### config.mk
export PLATFORM = sky130hd
export DESIGN_NAME = reg_bank_arbiter
export DESIGN_NICKNAME = d
export VERILOG_FILES = /design/src/rtl/reg_bank_arbiter.sv
export SDC_FILE = /design/constraint.sdc
export NUM_CORES = 1
export LEC_CHECK = 0
export CORE_MARGIN = 1
export CORE_UTILIZATION = 55
export DETAILED_ROUTE_END_ITERATION = 16
export DONT_BUFFER_PORTS = 1
export PLACE_DENSITY = 0.73
export SKIP_CTS_REPAIR_TIMING = 1
export SLEW_MARGIN = 20
export SYNTH_ARGS = -nofsm -noshare
export SYNTH_HDL_FRONTEND = slang
export SYNTH_SLANG_ARGS = --single-unit
export TNS_END_PERCENT = 1
### constraint.sdc
create_clock -name clk -period 1.56 [get_ports clk]
set_input_delay 0.312 -clock clk [delete_from_list [all_inputs] [get_ports clk]]
set_output_delay 0.312 -clock clk [all_outputs]
set_load 0.05 [all_outputs]
### src/rtl/reg_bank_arbiter.sv
// reg_bank_arbiter: two-requester round-robin arbiter in front of a bank of
// NrOfRegs registers that share one write-data bus and one tri-state read bus.
//
// Ports:
//   clk, rst          system clock, asynchronous active-high reset
//   tick              global advance enable; nothing changes on edges with tick=0
//   req0/req1         access requests, held until the matching done pulse
//   we0/we1           1=write, 0=read
//   addr0/addr1       target register index
//   wdata0/wdata1     write data
//   clr_req           request to clear the whole bank
//   bus_in            resolved tri-state bus from the bank
//   reg_we            one-hot register clock-enable
//   reg_cs            per-register output disable (1=high-Z, 0=drive bus)
//   reg_d             shared write data to every register
//   reg_clr           bank clear pulse
//   done0/done1       one-cycle completion pulse per requester
//   rdata             registered read result
//   err               valid with done; 1=address out of range
//   busy              FSM not idle
module reg_bank_arbiter #(
    parameter int unsigned NrOfRegs = 8,
    parameter int unsigned AddrBits = 3,
    parameter int unsigned NrOfBits = 8
) (
    input  logic                clk,
    input  logic                rst,
    input  logic                tick,
    input  logic                req0,
    input  logic                req1,
    input  logic                we0,
    input  logic                we1,
    input  logic [AddrBits-1:0] addr0,
    input  logic [AddrBits-1:0] addr1,
    input  logic [NrOfBits-1:0] wdata0,
    input  logic [NrOfBits-1:0] wdata1,
    input  logic                clr_req,
    input  logic [NrOfBits-1:0] bus_in,
    output logic [NrOfRegs-1:0] reg_we,
    output logic [NrOfRegs-1:0] reg_cs,
    output logic [NrOfBits-1:0] reg_d,
    output logic                reg_clr,
    output logic                done0,
    output logic                done1,
    output logic [NrOfBits-1:0] rdata,
    output logic                err,
    output logic                busy
);

    typedef enum logic [1:0] {StIdle, StAccess, StClear, StDone} state_e;

    localparam logic [NrOfRegs-1:0] OneHotLsb = NrOfRegs'(1);

    state_e              state;
    logic                last_served;  // requester granted most recently
    logic                we_q;
    logic [AddrBits-1:0] addr_q;
    logic                owner_q;

    logic                winner;
    logic                sel_we;
    logic [AddrBits-1:0] sel_addr;
    logic [NrOfBits-1:0] sel_wdata;
    logic                sel_ok;
    logic                access_ok;

    // With both requesting, the one not served last wins; last_served resets
    // to 1 so requester 0 is favoured first.
    always_comb begin
        winner    = (req0 && req1) ? ~last_served : req1;
        sel_we    = winner ? we1 : we0;
        sel_addr  = winner ? addr1 : addr0;
        sel_wdata = winner ? wdata1 : wdata0;
        sel_ok    = 32'(sel_addr) < NrOfRegs;
        access_ok = 32'(addr_q) < NrOfRegs;
    end

    always_ff @(posedge clk or posedge rst) begin
        if (rst) begin
            state       <= StIdle;
            last_served <= 1'b1;
            we_q        <= 1'b0;
            addr_q      <= '0;
            owner_q     <= 1'b0;
            reg_we      <= '0;
            reg_cs      <= '1;
            reg_d       <= '0;
            reg_clr     <= 1'b0;
            done0       <= 1'b0;
            done1       <= 1'b0;
            rdata       <= '0;
            err         <= 1'b0;
            busy        <= 1'b0;
        end else if (tick) begin
            case (state)
                StIdle: begin
                    if (clr_req) begin
                        state   <= StClear;
                        reg_clr <= 1'b1;
                        busy    <= 1'b1;
                    end else if (req0 || req1) begin
                        state       <= StAccess;
                        busy        <= 1'b1;
                        we_q        <= sel_we;
                        addr_q      <= sel_addr;
                        owner_q     <= winner;
                        last_served <= winner;
                        if (sel_we) begin
                            reg_d <= sel_wdata;
                        end
                        // Out-of-range accesses leave the bank untouched.
                        if (sel_ok) begin
                            if (sel_we) begin
                                reg_we <= OneHotLsb << sel_addr;
                            end else begin
                                reg_cs <= ~(OneHotLsb << sel_addr);
                            end
                        end
                    end
                end
                StAccess: begin
                    state  <= StDone;
                    reg_we <= '0;
                    reg_cs <= '1;
                    done0  <= ~owner_q;
                    done1  <= owner_q;
                    if (!access_ok) begin
                        rdata <= '0;
                        err   <= 1'b1;
                    end else if (!we_q) begin
                        rdata <= bus_in;
                    end
                end
                StClear: begin
                    state   <= StIdle;
                    reg_clr <= 1'b0;
                    busy    <= 1'b0;
                end
                StDone: begin
                    state <= StIdle;
                    done0 <= 1'b0;
                    done1 <= 1'b0;
                    err   <= 1'b0;
                    busy  <= 1'b0;
                end
                default: state <= StIdle;
            endcase
        end
    end

endmodule
# --- Word-level counts from Yosys, hierarchy flattened ---
# Index checks and enable logic that the tools add are counted.
word_totals:
  regBits: 41
  in_bits: 38
  out_inout_bits: 37
  elab_cells: 66
op_classes:
  eq_ne: 9
  shift: 1
  mux: 22
  n_bitwise: 5
  n_reduce_logical: 17
op_table:
  columns: ["cell", "n"]
  rows:
  - ["8-bit 2-to-1 mux", 7]
  - ["8-bit one-hot mux with 2 select lines", 2]
  - ["5-bit AND reduction", 3]
  - ["2-bit != test (second input constant)", 5]
  - ["3-bit AND reduction", 3]
  - ["8-bit inverter", 1]
  - ["1-bit one-hot mux with 2 select lines", 4]
  - ["2-bit nonzero test", 4]
  - ["1-bit by 3-bit left shift with 8-bit output (first input constant)", 1]
  - ["2-bit one-hot mux with 3 select lines", 1]
  - ["1-bit 2-to-1 mux", 5]
  - ["2-bit == test (second input constant)", 2]
  - ["2-bit 2-to-1 mux", 2]
  - ["1-bit inverter", 4]
  - ["2-bit AND reduction", 2]
  - ["4-bit AND reduction", 1]
  - ["3-bit 2-to-1 mux", 1]
  - ["3-bit != test (second input constant)", 1]
  - ["2-bit by 1-bit == test with 1-bit output (second input constant)", 1]
  - ["2-bit logical NOT", 1]
  - ["2-bit OR reduction", 1]
  - ["1-bit logical AND", 1]
  - ["1-bit logical OR", 1]

# --- Logic depth before layout (Yosys ltp) ---
depth:
  ltp_word: 9
  ltp_mapped: 6
  depth_no_buf: 4

# --- Least setup slack after synthesis ---
# Ideal clock, no wire load.
synth_path:
  path_type: "register to register"
  start: "reg last_served"
  end: "reg we_q"
  setup_time_ns: 0.118
  arrival_time_ns: 1.543
  required_ns: 1.442
  slack_ns: -0.101
  path_stages_with_launch: 7
  n_path_buf: 2
  period_less_slack_ns: 1.661
  path_cell_list: "dfstp_2 > a21boi_2 > mux2_4 > buf_4 > and2_1 > buf_2 > a21o_1"
synth_between:
  elab_chain_cells: 3
synth_lines:
  columns: ["item", "line_no", "source"]
  rows:
  - ["from (decl)", "55", "logic last_served;"]
  - ["from (signal assigned)", "107", "last_served <= winner;"]
  - ["1-bit inverter", "70", "winner = (req0 && req1) ? ~last_served : req1;"]
  - ["1-bit 2-to-1 mux", "70", null]
  - ["1-bit 2-to-1 mux", "71", "sel_we = winner ? we1 : we0;"]
  - ["to (signal assigned)", "104", "we_q <= sel_we;"]
  - ["to (decl)", "56", "logic we_q;"]
# No other way between the ends.
# A chain may end at the register's enable or synchronous reset.

# --- Worst setup path in the final report ---
layout_path:
  start: "reg last_served"
  end: "reg reg_cs[0]"
layout_between:
  elab_chain_cells: 9
  elab_cells_between_ends: 12
  classes_between: "eq/ne (1); shift (1); mux (7); bitwise (2); reduce/logical (1)"
layout_lines:
  columns: ["item", "line_no", "source"]
  rows:
  - ["1-bit inverter (*)", "70", null]
  - ["1-bit 2-to-1 mux (*)", "70", null]
  - ["3-bit 2-to-1 mux", "72", "sel_addr = winner ? addr1 : addr0;"]
  - ["1-bit by 3-bit left shift with 8-bit output", "116", "reg_cs <= ~(OneHotLsb << sel_addr);"]
  - ["8-bit inverter", "116", null]
  - ["8-bit 2-to-1 mux", "113", "if (sel_we) begin"]
  - ["8-bit 2-to-1 mux", "101", "end else if (req0 || req1) begin"]
  - ["8-bit 2-to-1 mux", "97", "if (clr_req) begin"]
  - ["8-bit one-hot mux with 2 select lines", "95", "case (state)"]
  - ["to (signal assigned)", "116", null]
  - ["to (decl)", "40", "output logic [NrOfRegs-1:0] reg_cs,"]
# Mark *: on every way between the ends. The rest lies on a longest branch, timed or not. The select of a mux whose other input is x is not followed.

==> reports/qor.csv <==
stage;metric;value;unit
final_layout;num-nets-final;214;
yosys;yosys-top-cells-area;dfrtp_1 (43%), dfstp_2 (13%), a21oi_1 (6.2%);
routing;drt-pass1-iter-count;4;
routing;avgViaCountPerCell;6.02;
routing;wl;3830;µm
placed_design;hpwl;2860;µm
final_layout;layout-area-overhead-vs-synth;15.3;%
clock_network;cts_tree;done;
worst_setup_path;critPathMaxFanout;8;
yosys;ys_types;36;
status;violations;negative setup slack;
routing;vias;1330;
final_layout;design_area;2140;µm²
yosys;ys_ff_latch;41;
clock_network;htree_levels;2;
final_layout;ff_latch_area;1040;µm²
yosys;yosys_warnings;0;
yosys;muxShareOfSynthArea;0.105;
timing;rsz0062_at_grt;yes;
die;fp.dieH;60.1;µm
yosys;synthFlopType;dfrtp_1;
grt;grt_start_max_net_pins;42;
yosys;yosys.area.top_type;dfrtp_1;
power_and_ir_drop;leakagePower;0.909;nW
worst_setup_path;crit_chain;a21boi_4 -> mux2_4 -> o41ai_4 -> buf_4 -> o32a_1;
yosys;synth_area;1860;µm²
yosys;synthesis.nets;193;
yosys;yosys.area_share.adder;0;
placed_design;port_buffers;0;
grt;grt_usage;0.230;
grt;overflow;0;
worst_setup_path;end_kind;flip-flop;
grt;grt_pass1_vias;1365;
worst_setup_path;slowest_delay;580;ps
worst_setup_path;worst-path-buf-inv;1;
power_and_ir_drop;vdd_ir_drop_max;1.29;mV
placed_design;place_congestion;0.831;
timing;fin_setup_tns;-157;ps
timing;hold_violations;0;
yosys;synth_compound_area_frac;0.216;
power_and_ir_drop;powerDensity;1790;nW/µm²
placed_design;placed_cell_area;2040;µm²
yosys;synthArstFlopShare;1.00;
hold_path;hp-class;primary input to flip-flop;
routing;wl_per_cell;17.3;µm
yosys;synth.top_cell.area_share;0.431;
clock_network;cts_buffer_depth;2;
die;design.die.area;3610;µm²
yosys;synth-simple-area-share;0.0916;
routing;drc;0;
worst_setup_path;path_depth;5;
grt;grt_pass1_wl;5950;µm
grt;antenna_found_initial;0;
timing;fin_ws;-27.7;ps
clock_network;cts.sinks;41;
timing;fin_crit_sh;1.02;
die;start_util;0.594;
clock_network;cts-buffers-inserted;5;
die;rows;20;
worst_setup_path;critPathSlowestCell;dfstp_2;
worst_setup_path;criticalPathCategory;flip-flop to flip-flop;
clock_network;clkLatencyLatePin;360;ps
timing;period_minus_slack;1590;ps
routing;drtIter0Drc;106;
final_layout;diodes;0;
yosys;synth_seq_area_share;0.559;
status;status;complete, but fails checks;
yosys;avgSynthCellArea;12.0;µm²
clock_network;clkTransAtPathRegs;110;ps
die;pin_count;75;
die;core_region_area;3130;µm²
yosys;synth_top_family_by_area;compound AO/OA/AOI/OAI gates;
timing;final_max_slew_viol_count;0;
worst_setup_path;critPathLaunchType;flip-flop;
timing;max_freq;630;MHz
worst_setup_path;crit_required;1860;ps
worst_setup_path;ff2ff_path_depth;5;
final_layout;drive_gt1_frac;0.271;
yosys;synth_xor_area_frac;0;
die;chipWidth;60.1;µm
routing;ant_nets;0;
hold_path;min_path_cells;1;
timing;setup_viol;12;
job;drv_cap;0;
yosys;syn_inst;155;
final_layout;fillCellCount;244;
worst_setup_path;cp_top_family;flip-flops;
yosys;synth-edff-count;0;
worst_setup_path;cp_data_arrival_time;1890;ps
timing;clock_skew;9.70;ps
clock_network;cts_root_buffer;clkbuf_4;
final_layout;multi_input_area;800;µm²
[cells by family (layout without fill, tap and decap cells)]
logic type | after synthesis | after routing
multiplexers | 18 | 18
AND/OR/NAND/NOR | 28 | 28
AO/OA/AOI/OAI | 57 | 57
other | 1 | 1
flip-flops | 41 | 41
buffers and inverters | 10 | 32
[worst paths after layout]
kind | start | end | slack (ps)
worst max-delay path | last_served | reg_cs[0] | -30
worst min-delay path | req0 | last_served | 20
worst max register to register | last_served | reg_cs[0] | -30
worst min register to register | owner_q | done0 | 520
max in group asynchronous | rst | reg_cs[0] | 690
min in group asynchronous | rst | rdata[3] | 500
[through the flow]
step           hold slack [ps]  power [mW]  worst slack, ps  cells   util
2_1_floorplan              375        3.05            -31.1    155      -
3_3_place_gp               344        3.23             14.2    211  0.653
3_5_place_dp               355        3.28            -16.8    211  0.653
4_1_cts                  -47.0        3.84            -43.6    219  0.673
5_1_grt                   3.16        4.01            -62.8    221  0.684
6_report                  19.8        3.84            -27.7    221  0.684
[area by class of cell]
class,count,area share
flip-flops and latches,41,0.486
clock buffers,7,0.0257
well taps,44,0.0257
clock inverters,1,0.00351
inverters,3,0.00526
repair buffers,21,0.0807
multi-input cells,104,0.373
[flip-flops by register name, summed over array words and instances, names as in the netlist]
name,cells
reg_we,8
reg_clr,1
reg_d,8
done1,1
done0,1
reg_cs,8
owner_q,1
busy,1
rdata,8
last_served,1
state,2
we_q,1
[synth_stat cells, drive strengths merged, types with 2 or more instances]
cell type	count
inv	3
a21boi	2
dfrtp	32
buf	7
and3b	2
nor2	6
dfstp	9
o21ai	7
o32a	4
a21oi	23
nor3	3
nor3b	5
mux2i	9
mux2	9
o2bb2ai	8
o22a	4
a31oi	5
nand2	5
[worst register-to-register path, stage by stage, from the launching register on]
cell and delay, ps:
dfstp_2 580, a21boi_4 70, mux2_4 340, o41ai_4 200, buf_4 200, o32a_1 160
[cell usage in the layout (no fill, tap or decap), drive strengths merged]
cell and instances:
o32a 4, a31oi 5, o41ai 1, clkbuf 7
or3 1, dfstp 9, nor4 1, inv 3
dlygate4sd3 1, nand2b 1, and2b 1, a21boi 2
o31ai 1, o22a 4, nor3 3, and3b 2
or2 1, a21oi 23, conb 1, a21o 1
dfrtp 32, o2bb2ai 8, o21ai 7, nor2 6
and3 1, a22o 1, clkinvlp 1, mux2 9
and2 1, mux2i 9, buf 20, nand2 5
nor3b 5
[report_power, final]
part	switching, mW	internal [mW]
sequential	1.22	1.38
clock	0.340	0.221
combinational	0.323	0.348
total	1.89	1.95
[layer usage]
| layer | global-route usage | vias up | wire length, µm | part of all wire |
|---|---|---|---|---|
| li1 | - | 624 | - | - |
| met1 | 0.276 | 651 | 1670 | 0.44 |
| met2 | 0.378 | 49 | 1890 | 0.49 |
| met3 | 0.0498 | 6 | 224 | 0.058 |
| met4 | 0.136 | 0 | 49 | 0.013 |
| met5 | 0 | - | 0 | 0 |
No activity file was read; power rests on OpenSTA's default activity.
